### config.mk
export PLATFORM = sky130hd
export DESIGN_NAME = fpu_add_result_collector_flat
export DESIGN_NICKNAME = d
export VERILOG_FILES = /design/src/rtl/fpu_add_result_collector_if.sv /design/src/rtl/fpu_add_result_collector.sv /design/src/flat_wrapper.sv
export SDC_FILE = /design/constraint.sdc
export NUM_CORES = 1
export LEC_CHECK = 0
export BUFFER_PORTS_ARGS = -buffer_cell sky130_fd_sc_hd__buf_4
export CAP_MARGIN = 40
export CORE_MARGIN = 2
export CORE_UTILIZATION = 60
export CTS_CLUSTER_SIZE = 8
export DETAILED_ROUTE_END_ITERATION = 10
export PLACE_DENSITY = 0.85
export SYNTH_ARGS = -nofsm -noshare
export SYNTH_HDL_FRONTEND = slang
export SYNTH_SLANG_ARGS = --single-unit
### constraint.sdc
create_clock -name clk -period 3.9 [get_ports clk]
set_clock_uncertainty 0.2 [all_clocks]
set_input_delay 0.78 -clock clk [delete_from_list [all_inputs] [get_ports clk]]
set_output_delay 0.78 -clock clk [all_outputs]
set_load 0.05 [all_outputs]
### src/rtl/fpu_add_result_collector_if.sv
// Signal bundle between issue/adder, the FP add result collector and FP writeback.
interface fpu_add_result_collector_if #(
    parameter int unsigned DEPTH = 4,
    parameter int unsigned TAG_W = 5
);
    localparam int unsigned CNT_W = $clog2(DEPTH) + 1;

    logic             issue_req;
    logic [TAG_W-1:0] issue_rd;
    logic             add_valid;
    logic [31:0]      add_result;
    logic [2:0]       add_exc;
    logic             wb_valid;
    logic             wb_ready;
    logic [TAG_W-1:0] wb_rd;
    logic [31:0]      wb_data;
    logic [4:0]       wb_fflags;
    logic             fflags_clr;
    logic [4:0]       fflags_acc;
    logic [CNT_W-1:0] count;
    logic             full;
    logic             overflow_err;

    modport master (
        output issue_req, issue_rd, add_valid, add_result, add_exc, wb_ready, fflags_clr,
        input  wb_valid, wb_rd, wb_data, wb_fflags, fflags_acc, count, full, overflow_err
    );

    modport slave (
        input  issue_req, issue_rd, add_valid, add_result, add_exc, wb_ready, fflags_clr,
        output wb_valid, wb_rd, wb_data, wb_fflags, fflags_acc, count, full, overflow_err
    );
endinterface

### src/rtl/fpu_add_result_collector.sv
// Pairs FP adder results with issue tags, maps exceptions to fflags and queues them for writeback.
// Optional: define FPU_RES_CANON_NAN_EN to canonicalize NaN results at push.
module fpu_add_result_collector #(
    parameter int unsigned DEPTH   = 4,
    parameter int unsigned TAG_W   = 5,
    parameter int unsigned ADD_LAT = 1
) (
    input logic                      clk,
    input logic                      rst,
    fpu_add_result_collector_if.slave bus
);
    localparam int unsigned PTR_W = $clog2(DEPTH);
    localparam int unsigned CNT_W = PTR_W + 1;
    localparam logic [CNT_W-1:0] FULL_CNT = CNT_W'(DEPTH);

    typedef struct packed {
        logic [TAG_W-1:0] rd;
        logic [31:0]      data;
        logic [4:0]       flags;
    } entry_t;

    entry_t           mem [DEPTH];
    logic [TAG_W-1:0] tag_pipe [ADD_LAT];
    logic [PTR_W-1:0] wr_ptr;
    logic [PTR_W-1:0] rd_ptr;
    logic [CNT_W-1:0] cnt;
    logic [4:0]       acc;
    logic             ovf;
    logic             is_empty;
    logic             is_full;
    logic             push;
    logic             pop;
    logic [4:0]       exc_flags;
    entry_t           new_entry;
    entry_t           head;

    // Idle slots shift in zero so a stale tag never lingers in the delay line.
    always_ff @(posedge clk) begin
        if (rst) begin
            for (int unsigned i = 0; i < ADD_LAT; i++) tag_pipe[i] <= '0;
        end else begin
            tag_pipe[0] <= bus.issue_req ? bus.issue_rd : '0;
            for (int unsigned i = 1; i < ADD_LAT; i++) tag_pipe[i] <= tag_pipe[i-1];
        end
    end

    always_comb begin
        exc_flags = 5'b00000;
        case (bus.add_exc)
            3'b111:  exc_flags = 5'b00000;
            3'b100:  exc_flags = 5'b10000;
            3'b011:  exc_flags = 5'b01000;
            3'b010:  exc_flags = 5'b00101;
            3'b001:  exc_flags = 5'b00011;
            3'b000:  exc_flags = 5'b00001;
            default: exc_flags = 5'b10000;
        endcase
    end

    always_comb begin
        new_entry.rd    = tag_pipe[ADD_LAT-1];
        new_entry.data  = bus.add_result;
        new_entry.flags = exc_flags;
`ifdef FPU_RES_CANON_NAN_EN
        if (bus.add_result[30:23] == 8'hFF && bus.add_result[22:0] != '0) begin
            new_entry.data = 32'h7FC0_0000;
            if (bus.add_result != 32'h7FC0_0000) new_entry.flags[4] = 1'b1;
        end
`endif
    end

    assign is_empty = (cnt == '0);
    assign is_full  = (cnt == FULL_CNT);
    assign pop      = bus.wb_ready && !is_empty;
    assign push     = bus.add_valid && (!is_full || pop);
    assign head     = mem[rd_ptr];

    // A valid result that cannot be pushed is exactly the full-without-pop drop case.
    always_ff @(posedge clk) begin
        if (rst) begin
            for (int unsigned i = 0; i < DEPTH; i++) mem[i] <= '0;
            wr_ptr <= '0;
            rd_ptr <= '0;
            cnt    <= '0;
            acc    <= '0;
            ovf    <= 1'b0;
        end else begin
            if (push) begin
                mem[wr_ptr] <= new_entry;
                wr_ptr      <= wr_ptr + 1'b1;
            end
            if (pop) rd_ptr <= rd_ptr + 1'b1;
            if (push && !pop)      cnt <= cnt + 1'b1;
            else if (pop && !push) cnt <= cnt - 1'b1;
            if (bus.add_valid && !push) ovf <= 1'b1;
            acc <= (bus.fflags_clr ? 5'b00000 : acc) | (pop ? head.flags : 5'b00000);
        end
    end

    assign bus.wb_valid     = !is_empty;
    assign bus.wb_rd        = head.rd;
    assign bus.wb_data      = head.data;
    assign bus.wb_fflags    = head.flags;
    assign bus.fflags_acc   = acc;
    assign bus.count        = cnt;
    assign bus.full         = is_full;
    assign bus.overflow_err = ovf;
endmodule
### src/flat_wrapper.sv
// flat-port wrapper written by rule: the top's interface ports become plain ports
module fpu_add_result_collector_flat 
#(
    parameter int unsigned DEPTH   = 4,
    parameter int unsigned TAG_W   = 5,
    parameter int unsigned ADD_LAT = 1
)
  (clk, rst, bus_issue_req, bus_issue_rd, bus_add_valid, bus_add_result, bus_add_exc, bus_wb_ready, bus_fflags_clr, bus_wb_valid, bus_wb_rd, bus_wb_data, bus_wb_fflags, bus_fflags_acc, bus_count, bus_full, bus_overflow_err);
  fpu_add_result_collector_if #(.DEPTH(DEPTH), .TAG_W(TAG_W)) bus_i ();
  input logic clk;
  input logic rst;
  input wire logic [$bits(bus_i.issue_req)-1:0] bus_issue_req;
  input wire logic [$bits(bus_i.issue_rd)-1:0] bus_issue_rd;
  input wire logic [$bits(bus_i.add_valid)-1:0] bus_add_valid;
  input wire logic [$bits(bus_i.add_result)-1:0] bus_add_result;
  input wire logic [$bits(bus_i.add_exc)-1:0] bus_add_exc;
  input wire logic [$bits(bus_i.wb_ready)-1:0] bus_wb_ready;
  input wire logic [$bits(bus_i.fflags_clr)-1:0] bus_fflags_clr;
  output wire logic [$bits(bus_i.wb_valid)-1:0] bus_wb_valid;
  output wire logic [$bits(bus_i.wb_rd)-1:0] bus_wb_rd;
  output wire logic [$bits(bus_i.wb_data)-1:0] bus_wb_data;
  output wire logic [$bits(bus_i.wb_fflags)-1:0] bus_wb_fflags;
  output wire logic [$bits(bus_i.fflags_acc)-1:0] bus_fflags_acc;
  output wire logic [$bits(bus_i.count)-1:0] bus_count;
  output wire logic [$bits(bus_i.full)-1:0] bus_full;
  output wire logic [$bits(bus_i.overflow_err)-1:0] bus_overflow_err;
  assign bus_i.issue_req = bus_issue_req;
  assign bus_i.issue_rd = bus_issue_rd;
  assign bus_i.add_valid = bus_add_valid;
  assign bus_i.add_result = bus_add_result;
  assign bus_i.add_exc = bus_add_exc;
  assign bus_i.wb_ready = bus_wb_ready;
  assign bus_i.fflags_clr = bus_fflags_clr;
  assign bus_wb_valid = bus_i.wb_valid;
  assign bus_wb_rd = bus_i.wb_rd;
  assign bus_wb_data = bus_i.wb_data;
  assign bus_wb_fflags = bus_i.wb_fflags;
  assign bus_fflags_acc = bus_i.fflags_acc;
  assign bus_count = bus_i.count;
  assign bus_full = bus_i.full;
  assign bus_overflow_err = bus_i.overflow_err;
  fpu_add_result_collector #(.DEPTH(DEPTH), .TAG_W(TAG_W), .ADD_LAT(ADD_LAT)) u_core (.clk(clk), .rst(rst), .bus(bus_i));
endmodule
==> results of run 1 <==
[per-stage QoR]
stage          power (mW)  instance area (sq um)  hold WS [ns]  setup slack [ns]  utilization (%)
3_3_place_gp         4.33                   8900         0.259             0.813             67.5
5_1_grt              6.21                   9580         0.314             0.796             72.6
4_1_cts              6.06                   9580         0.295             0.848             72.6
3_5_place_dp         4.41                   9010         0.270             0.901             68.3
2_1_floorplan        3.86                   8070         0.285             0.934                -
6_report             6.03                   9580         0.287             0.889             72.6
[critical path: stages, from the launching register on]
cell and delay [ns]:
dfxtp_4 0.48, buf_16 0.30, mux4_2 0.60, buf_4 0.22
[Yosys cell counts (all sizes together)]
cell type,count,share of area [%]
or3b,1,0.11
fa,1,0.25
and3,3,0.23
nor2,30,1.4
inv,2,0.093
a21o,4,0.37
or2,1,0.078
nor3b,7,0.65
o311ai,1,0.11
mux4,42,12
nor2b,1,0.078
nand2,4,0.19
nand3,3,0.19
xor2,4,0.43
a22o,1,0.11
buf,18,2.1
or3,5,0.39
mux2i,1,0.12
a31o,1,0.11
a21oi,4,0.25
and2,153,12
clkbuf,9,0.42
or4b,1,0.17
o21ai,3,0.19
o31ai,1,0.093
ha,1,0.16
dfxtp,20,5.0
nand2b,4,0.31
nor3,2,0.19
nor4b,1,0.19
edfxtp,168,63
[cells by family (layout without fill, tap and decap cells)]
logic type / Yosys count / after routing / share of synthesized area (%)
buffers and inverters: 29 / 143 / 2.57
adder cells (fa/ha/maj): 2 / 2 / 0.403
flip-flops: 188 / 188 / 67.5
multiplexers: 43 / 43 / 11.8
XOR/XNOR: 4 / 4 / 0.434
AND/OR/NAND/NOR: 216 / 216 / 16.0
AO/OA/AOI/OAI: 15 / 15 / 1.23
[layout make-up]
class	instances	area, sq um	area share [%]
flip-flops and latches	188	5450	56.9
multi-input cells	280	2430	25.3
repair buffers	109	903	9.43
clock buffers	21	450	4.70
well taps	176	220	2.30
clock inverters	11	121	1.27
inverters	2	7.51	0.0783
[placed cells by master, fill, tap and decap left out, drive strengths merged, types with 4 or more instances in the layout]
cell    synthesis  routed
edfxtp        168     168
clkinv          0       6
nor3b           7       7
buf            18     109
xor2            4       4
nand2b          4       4
nor2           30      30
a21o            4       4
and2          153     153
clkbuf          9      21
nand2           4       4
or3             5       5
mux4           42      42
dfxtp          20      20
a21oi           4       4
[layer usage]
layer	up-vias	track usage [%]	wire length, um
met2	194	41.1	8730
met4	0	9.04	380
met3	30	6.23	1110
met5	-	0	0
li1	2035	-	-
met1	2332	29.9	6350
[power by group]
group	total, mW	internal [mW]	switching, mW
clock	1.67	0.961	0.707
combinational	1.87	0.695	1.18
sequential	2.49	2.38	0.110
total	6.03	4.03	2.00
[registers in the layout (all words and copies together) (netlist names), named ones only]
signal	count
u_core.tag_pipe	5
u_core.wr_ptr	2
u_core.bus.fflags_acc	5
u_core.mem	168
u_core.rd_ptr	2
u_core.bus.count	3
u_core.bus.overflow_err	1
[worst paths after layout]
path                        endpoint  slack [ns]  cells after the start
min          u_core.bus.overflow_err        0.29                      2
max                 bus_wb_fflags[0]        0.89                      3
min reg2reg  u_core.bus.overflow_err        0.29                      2
max reg2reg         u_core.mem[2][0]        1.34                      4
==> impl_metrics.py, run 1 <==
metrics = {
    "setup_path": {
        "path_class": "flop to primary output",
        "cp-end-kind": "primary output",
        "worst_setup_path_start_kind": "flop",
        "required_ns": 2.92,
        "arrival_ns": 2.03,
        "r2r_start": "u_core.bus.count[1]",
        "crit_fanout": 34,
    },
    "min_path": {
        "hp-start": "u_core.bus.overflow_err",
        "hp-class": "flop to flop",
    },
    "detailed_routing": {
        "routed_wl_um": 16600,
        "drc_errors": 0,
        "first_pass_iters": 6,
        "ant_nets": 0,
        "drt_iter0_drc": 549,
        "vias": 4591,
        "wl_per_cell_um": 21.0,
        "vias_per_cell": 5.83,
    },
    "logic_synthesis": {
        "yosys_warnings": 0,
        "synth.distinct_cells": 35,
        "synth_nets": 545,
        "netlist_area_sq_mm": 0.00807,
        "ys_seq_elements": 188,
        "yosysSeqAreaShare_pct": 67.5,
        "avgSynthCellArea_sq_um": 16.2,
        "synthCells": 497,
    },
    "clock_tree": {
        "cts_setup_buffers": 0,
        "cts_tree": "done",
        "cts_hold_buf": 0,
        "htreeDepth": 4,
        "clock-root-buffer": "clkbuf_16",
        "clock_path_buffers": 2,
        "clock_sink_count": 188,
        "clock_latency_ns": 0.42,
        "cts_made_buffers": 17,
        "clk_pin_slew_ns": 0.07,
        "cts_resized": 0,
    },
    "power_and_ir_drop": {
        "powerDensity_mw_per_mm2": 629,
        "ir_drop_v": 0.000535,
        "power_leakage_nw": 3.67,
    },
    "timing": {
        "slew-limit-headroom_pct": 47.4,
        "timing.final.crit_share_pct": 77.2,
        "hold_violations": 0,
        "rsz0062_at_grt": "false",
        "fin_crit_ns": 3.01,
        "worst_pin_slew_ns": 0.789,
        "finalSetupViolCount": 0,
        "slew_violations": 0,
        "tns_ns": 0,
        "max_freq_ghz": 0.332,
    },
    "cells_and_area": {
        "num_antenna_cells": 0,
        "stdcell_count": 787,
        "syn2layout_area_growth_pct": 18.8,
        "drive_gt1_share_pct": 31.3,
        "fillCellCount": 765,
        "nNetsFinal": 646,
    },
    "floorplan": {
        "dieArea_sq_mm": 0.0144,
        "io_pins": 99,
        "row_count": 42,
        "dieWidth_um": 120,
        "die_h_um": 120,
        "start_util_pct": 61.2,
        "coreArea_sq_mm": 0.0132,
    },
    "run": {
        "drv_cap": 0,
    },
    "place": {
        "io_buffers": 98,
        "gp_congestion": 0.840,
        "place_hpwl_um": 10000,
        "place_inst": 755,
    },
    "grt": {
        "first_global_vias": 4840,
        "grt-ovfl-total": 0,
        "grt_max_degree": 43,
        "grtUsageTotal_pct": 24.1,
        "antenna_found_initial": 0,
        "grt_pass1_wl_um": 25600,
    },
    "status": {
        "status": "completed",
    },
}
Note: power is estimated with default switching activity, not from simulation.
==> inputs of run 2 (changes only) <==
- CORE_UTILIZATION: 60 -> 58
- PLACE_DENSITY: 0.85 -> 0.83
- clock period: 3.9 -> 3.06 ns (I/O delays scaled with it)
==> impl_metrics.py, run 2 (synthesis gave the netlist of run 1 again) <==
metrics = {
    "floorplan": {
        "io_pins": 99,
        "dieArea_sq_mm": 0.0149,
        "die_h_um": 122,
        "row_count": 43,
        "coreArea_sq_mm": 0.0137,
        "start_util_pct": 58.8,
        "dieWidth_um": 122,
    },
    "setup_path": {
        "worstRegToRegCells": 7,
        "crit_fanout": 16,
        "worst_setup_path_start_kind": "flop",
        "r2r_slack_ns": 0.59,
        "crit_path_frequent_cell": "buf_4",
        "r2r_start": "u_core.bus.count[1]",
        "critical_path.cell_chain": "buf_4, mux4_2, buf_4",
        "slowest_stage": "dfxtp_4",
        "reg2reg_to": "u_core.bus.count[2]",
        "path_class": "flop to primary output",
        "arrival_ns": 2.01,
        "max_stage_delay_ns": 0.55,
        "required_ns": 2.25,
        "cp-end-kind": "primary output",
        "setup.worst_path.end": "bus_wb_data[6]",
    },
    "timing": {
        "timing.final.ws_setup_ns": 0.236,
        "fin_crit_ns": 2.82,
        "rsz0062_at_grt": "false",
        "hold_violations": 0,
        "tns_ns": 0,
        "finalSetupViolCount": 0,
        "worst_pin_slew_ns": 0.650,
        "timing.final.crit_share_pct": 92.3,
        "max_freq_ghz": 0.354,
        "slew-limit-headroom_pct": 56.6,
        "slew_violations": 0,
    },
    "clock_tree": {
        "clock_latency_ns": 0.43,
        "htreeDepth": 4,
        "clock_path_buffers": 2,
        "cts_tree": "done",
        "cts_made_buffers": 17,
        "cts_resized": 0,
        "cts_setup_buffers": 0,
        "clock-root-buffer": "clkbuf_16",
        "cts_hold_buf": 0,
        "clock_sink_count": 188,
        "clk_pin_slew_ns": 0.06,
    },
    "detailed_routing": {
        "wl_per_cell_um": 20.0,
        "vias_per_cell": 5.60,
        "routed_wl_um": 15900,
        "drc_errors": 0,
        "first_pass_iters": 4,
        "ant_nets": 0,
        "vias": 4439,
        "drt_iter0_drc": 460,
    },
    "status": {
        "status": "completed",
    },
    "grt": {
        "grt_max_degree": 43,
        "grt_pass1_wl_um": 24500,
        "grt-ovfl-total": 0,
        "first_global_vias": 4688,
        "antenna_found_initial": 0,
        "grtUsageTotal_pct": 22.7,
    },
    "place": {
        "pre_cts_slack_ns": 0.489,
        "gp_congestion": 0.865,
        "io_buffers": 98,
        "place_hpwl_um": 9200,
    },
    "power_and_ir_drop": {
        "p_total_mw": 7.64,
        "powerDensity_mw_per_mm2": 800,
        "ir_drop_v": 0.000732,
        "power_leakage_nw": 3.66,
    },
    "cells_and_area": {
        "regMostFlops": "u_core.mem",
        "final_cell_mix": "edfxtp_1, and2_1, buf_4",
        "largest_reg_flops": 168,
        "final_common_cell": "edfxtp_1",
        "syn2layout_area_growth_pct": 18.4,
        "drive_gt1_share_pct": 31.5,
        "utilization_pct": 69.6,
        "num_antenna_cells": 0,
        "nNetsFinal": 648,
    },
    "run": {
        "drv_cap": 0,
    },
    "min_path": {
        "hp-class": "input port to flop",
    },
}
==> run 2: changes by cell type in the layout (fill, tap and decap cells not counted), sizes merged <==
| cell | change |
|---|---|
| inv | -1 |
| clkinv | +3 |
| clkbuf | -3 |
| clkinvlp | +1 |
| buf | +2 |
==> run 2: final cells by class <==
cell class,count,area (sq um)
Fill cell,887,4170
Inverter,2,7.51
Clock buffer,18,429
Multi-Input combinational cell,280,2430
Tap cell,180,225
Clock inverter,14,129
Timing Repair Buffer,111,883
Sequential cell,188,5450
==> run 2: worst min-delay path by stage <==
stage	slack [ns]	startpoint	cells after the start	endpoint
global placement	0.29	u_core.bus.overflow_err	2	u_core.bus.overflow_err
floorplan	0.28	u_core.rd_ptr[1]	2	flop
global route	0.18	bus_issue_rd[4]	2	u_core.tag_pipe[0][4]
detailed placement	0.28	u_core.bus.overflow_err	2	u_core.bus.overflow_err
CTS	0.17	bus_issue_rd[4]	2	u_core.tag_pipe[0][4]
finish	0.19	bus_issue_rd[4]	2	u_core.tag_pipe[0][4]
==> run 2: through the flow <==
stage	cells	instance area (sq um)	hold slack, ns
floorplan	497	8070	0.285
global placement	761	8990	0.288
detailed placement	761	8990	0.283
CTS	793	9550	0.175
global route	793	9550	0.178
finish	793	9550	0.191
==> run 2: where the power goes <==
group / internal [mW] / leakage [nW] / switching (mW)
Sequential: 3.03 / 1.91 / 0.157
Combinational: 0.887 / 1.48 / 1.48
Clock: 1.19 / 0.270 / 0.894
==> run 2: metal layers <==
layer / share of wire (%) / wire length (um) / track usage, % / up-vias
li1: - / - / - / 2042
met1: 40 / 6380 / 29.7 / 2194
met2: 51 / 8070 / 36.9 / 186
met3: 7.6 / 1200 / 6.60 / 17
met4: 1.3 / 205 / 7.47 / 0
met5: 0 / 0 / 0 / -
==> run 2: critical path, delay by kind of cell, from the launching register on <==
family | cells | cell delay, ns
buffers and inverters | 2 | 0.50
DFF | 1 | 0.55
muxes | 1 | 0.54
==> inputs of run 3 (changes only) <==
- CORE_MARGIN: 2 -> unset
==> impl_metrics.py, run 3 (synthesis gave the netlist of run 1 again) <==
metrics = {
    "timing": {
        "max_freq_ghz": 0.351,
        "slew-limit-headroom_pct": 64.2,
        "worst_pin_slew_ns": 0.537,
        "fin_crit_ns": 2.85,
        "rsz0062_at_grt": "false",
        "hold_violations": 0,
        "timing.final.crit_share_pct": 93.2,
        "slew_violations": 0,
        "tns_ns": 0,
        "finalSetupViolCount": 0,
    },
    "clock_tree": {
        "htreeDepth": 4,
        "clock_latency_ns": 0.43,
        "cts_setup_buffers": 0,
        "cts_hold_buf": 0,
        "clock_path_buffers": 2,
        "cts_resized": 0,
        "clk_pin_slew_ns": 0.06,
        "clock-root-buffer": "clkbuf_16",
        "clock_sink_count": 188,
        "cts_made_buffers": 17,
        "cts_tree": "done",
    },
    "place": {
        "place_inst": 760,
        "gp_congestion": 0.780,
        "io_buffers": 98,
        "place_hpwl_um": 9760,
    },
    "detailed_routing": {
        "drc_errors": 0,
        "ant_nets": 0,
        "wl_per_cell_um": 20.1,
        "drt_iter0_drc": 377,
        "vias_per_cell": 5.61,
        "vias": 4441,
        "routed_wl_um": 15900,
        "first_pass_iters": 5,
    },
    "cells_and_area": {
        "syn2layout_area_growth_pct": 19.1,
        "final_cell_mix": "edfxtp_1, and2_1, buf_4",
        "seqCellArea_sq_mm": 0.00545,
        "num_antenna_cells": 0,
        "regMostFlops": "u_core.mem",
        "fillCellCount": 878,
        "multi_input_area_sq_mm": 0.00243,
        "stdcell_count": 792,
        "nNetsFinal": 651,
        "final_common_cell": "edfxtp_1",
        "largest_reg_flops": 168,
        "drive_gt1_share_pct": 31.5,
    },
    "floorplan": {
        "row_count": 42,
        "io_pins": 99,
        "die_h_um": 120,
        "dieArea_sq_mm": 0.0144,
        "coreArea_sq_mm": 0.0134,
        "start_util_pct": 60.2,
        "dieWidth_um": 120,
    },
    "min_path": {
        "hp-start": "bus_issue_rd[0]",
        "hp-class": "input port to flop",
    },
    "power_and_ir_drop": {
        "power_switching_mw": 2.54,
        "powerDensity_mw_per_mm2": 813,
        "p_int_mw": 5.27,
        "pwr-share-seq_pct": 41.0,
        "power_frac_comb_pct": 30.0,
        "p_sw_share_pct": 32.5,
        "clkPwrFrac_pct": 29.0,
        "ir_drop_v": 0.000621,
        "power_leakage_nw": 3.69,
    },
    "grt": {
        "grtUsageTotal_pct": 24.0,
        "grt_pass1_wl_um": 24600,
        "gr-usage-met1_pct": 30.4,
        "use_met3_pct": 4.80,
        "grt_max_degree": 43,
        "first_global_vias": 4528,
        "grt_use_met2_pct": 40.6,
        "gr-max-usage-layer": "met2",
        "grt-ovfl-total": 0,
        "antenna_found_initial": 0,
    },
    "setup_path": {
        "worst_setup_path_start_kind": "flop",
        "reg2reg_to": "u_core.bus.count[2]",
        "setup.worst_path.end": "bus_wb_rd[1]",
        "worstRegToRegCells": 7,
        "crit_fanout": 16,
        "cp-end-kind": "primary output",
        "path_class": "flop to primary output",
        "arrival_ns": 2.04,
        "r2r_start": "u_core.bus.count[1]",
        "required_ns": 2.25,
        "r2r_slack_ns": 0.56,
    },
    "status": {
        "status": "completed",
    },
    "run": {
        "drv_cap": 0,
    },
}
run 3: critical path: stages, from the launching register on:
cell,delay (ns)
dfxtp_4,0.56
buf_4,0.30
mux4_2,0.54
buf_4,0.21
run 3: metrics by stage:
step                      cell area (sq um)  utilization (%)  power (mW)  setup WS, ns  hold WS (ns)
final                                  9610             71.7        7.81         0.208         0.190
after global routing                   9610             71.7        8.09        0.0901         0.186
after CTS                              9610             71.7        7.87         0.154         0.172
after detailed placement               9000             67.2        5.63         0.507         0.262
after global placement                 9000             67.2        5.58         0.573         0.255
after floorplan                        8070                -        4.92         0.130         0.285
run 3: cell type report:
cell class,count,share of cell area [%]
Inverter,2,0.0782
Clock buffer,19,4.51
Multi-Input combinational cell,280,25.3
Sequential cell,188,56.7
Timing Repair Buffer,114,9.30
Clock inverter,13,1.80
Tap cell,176,2.29
run 3: per-layer routing:
metal	share of wire [%]	up-vias
met5	0	-
met4	1.6	0
met3	5.1	20
met2	55	133
met1	39	2245
li1	-	2043
run 3: worst min-delay path by stage:
stage	end	slack, ns	cells after the start
detailed placement	u_core.bus.overflow_err	0.26	2
global route	u_core.tag_pipe[0][4]	0.19	2
finish	u_core.tag_pipe[0][0]	0.19	2
global placement	u_core.bus.overflow_err	0.26	2
CTS	u_core.tag_pipe[0][0]	0.17	2
floorplan	flop	0.28	2
run 3: power by group through the flow:
stage | logic (mW) | registers (mW) | clock network [mW]
final | 2.35 | 3.20 | 2.26
after global routing | 2.46 | 3.24 | 2.40
after CTS | 2.37 | 3.21 | 2.29
after floorplan | 1.67 | 3.26 | 0
after global placement | 2.34 | 3.24 | 0
after detailed placement | 2.36 | 3.26 | 0
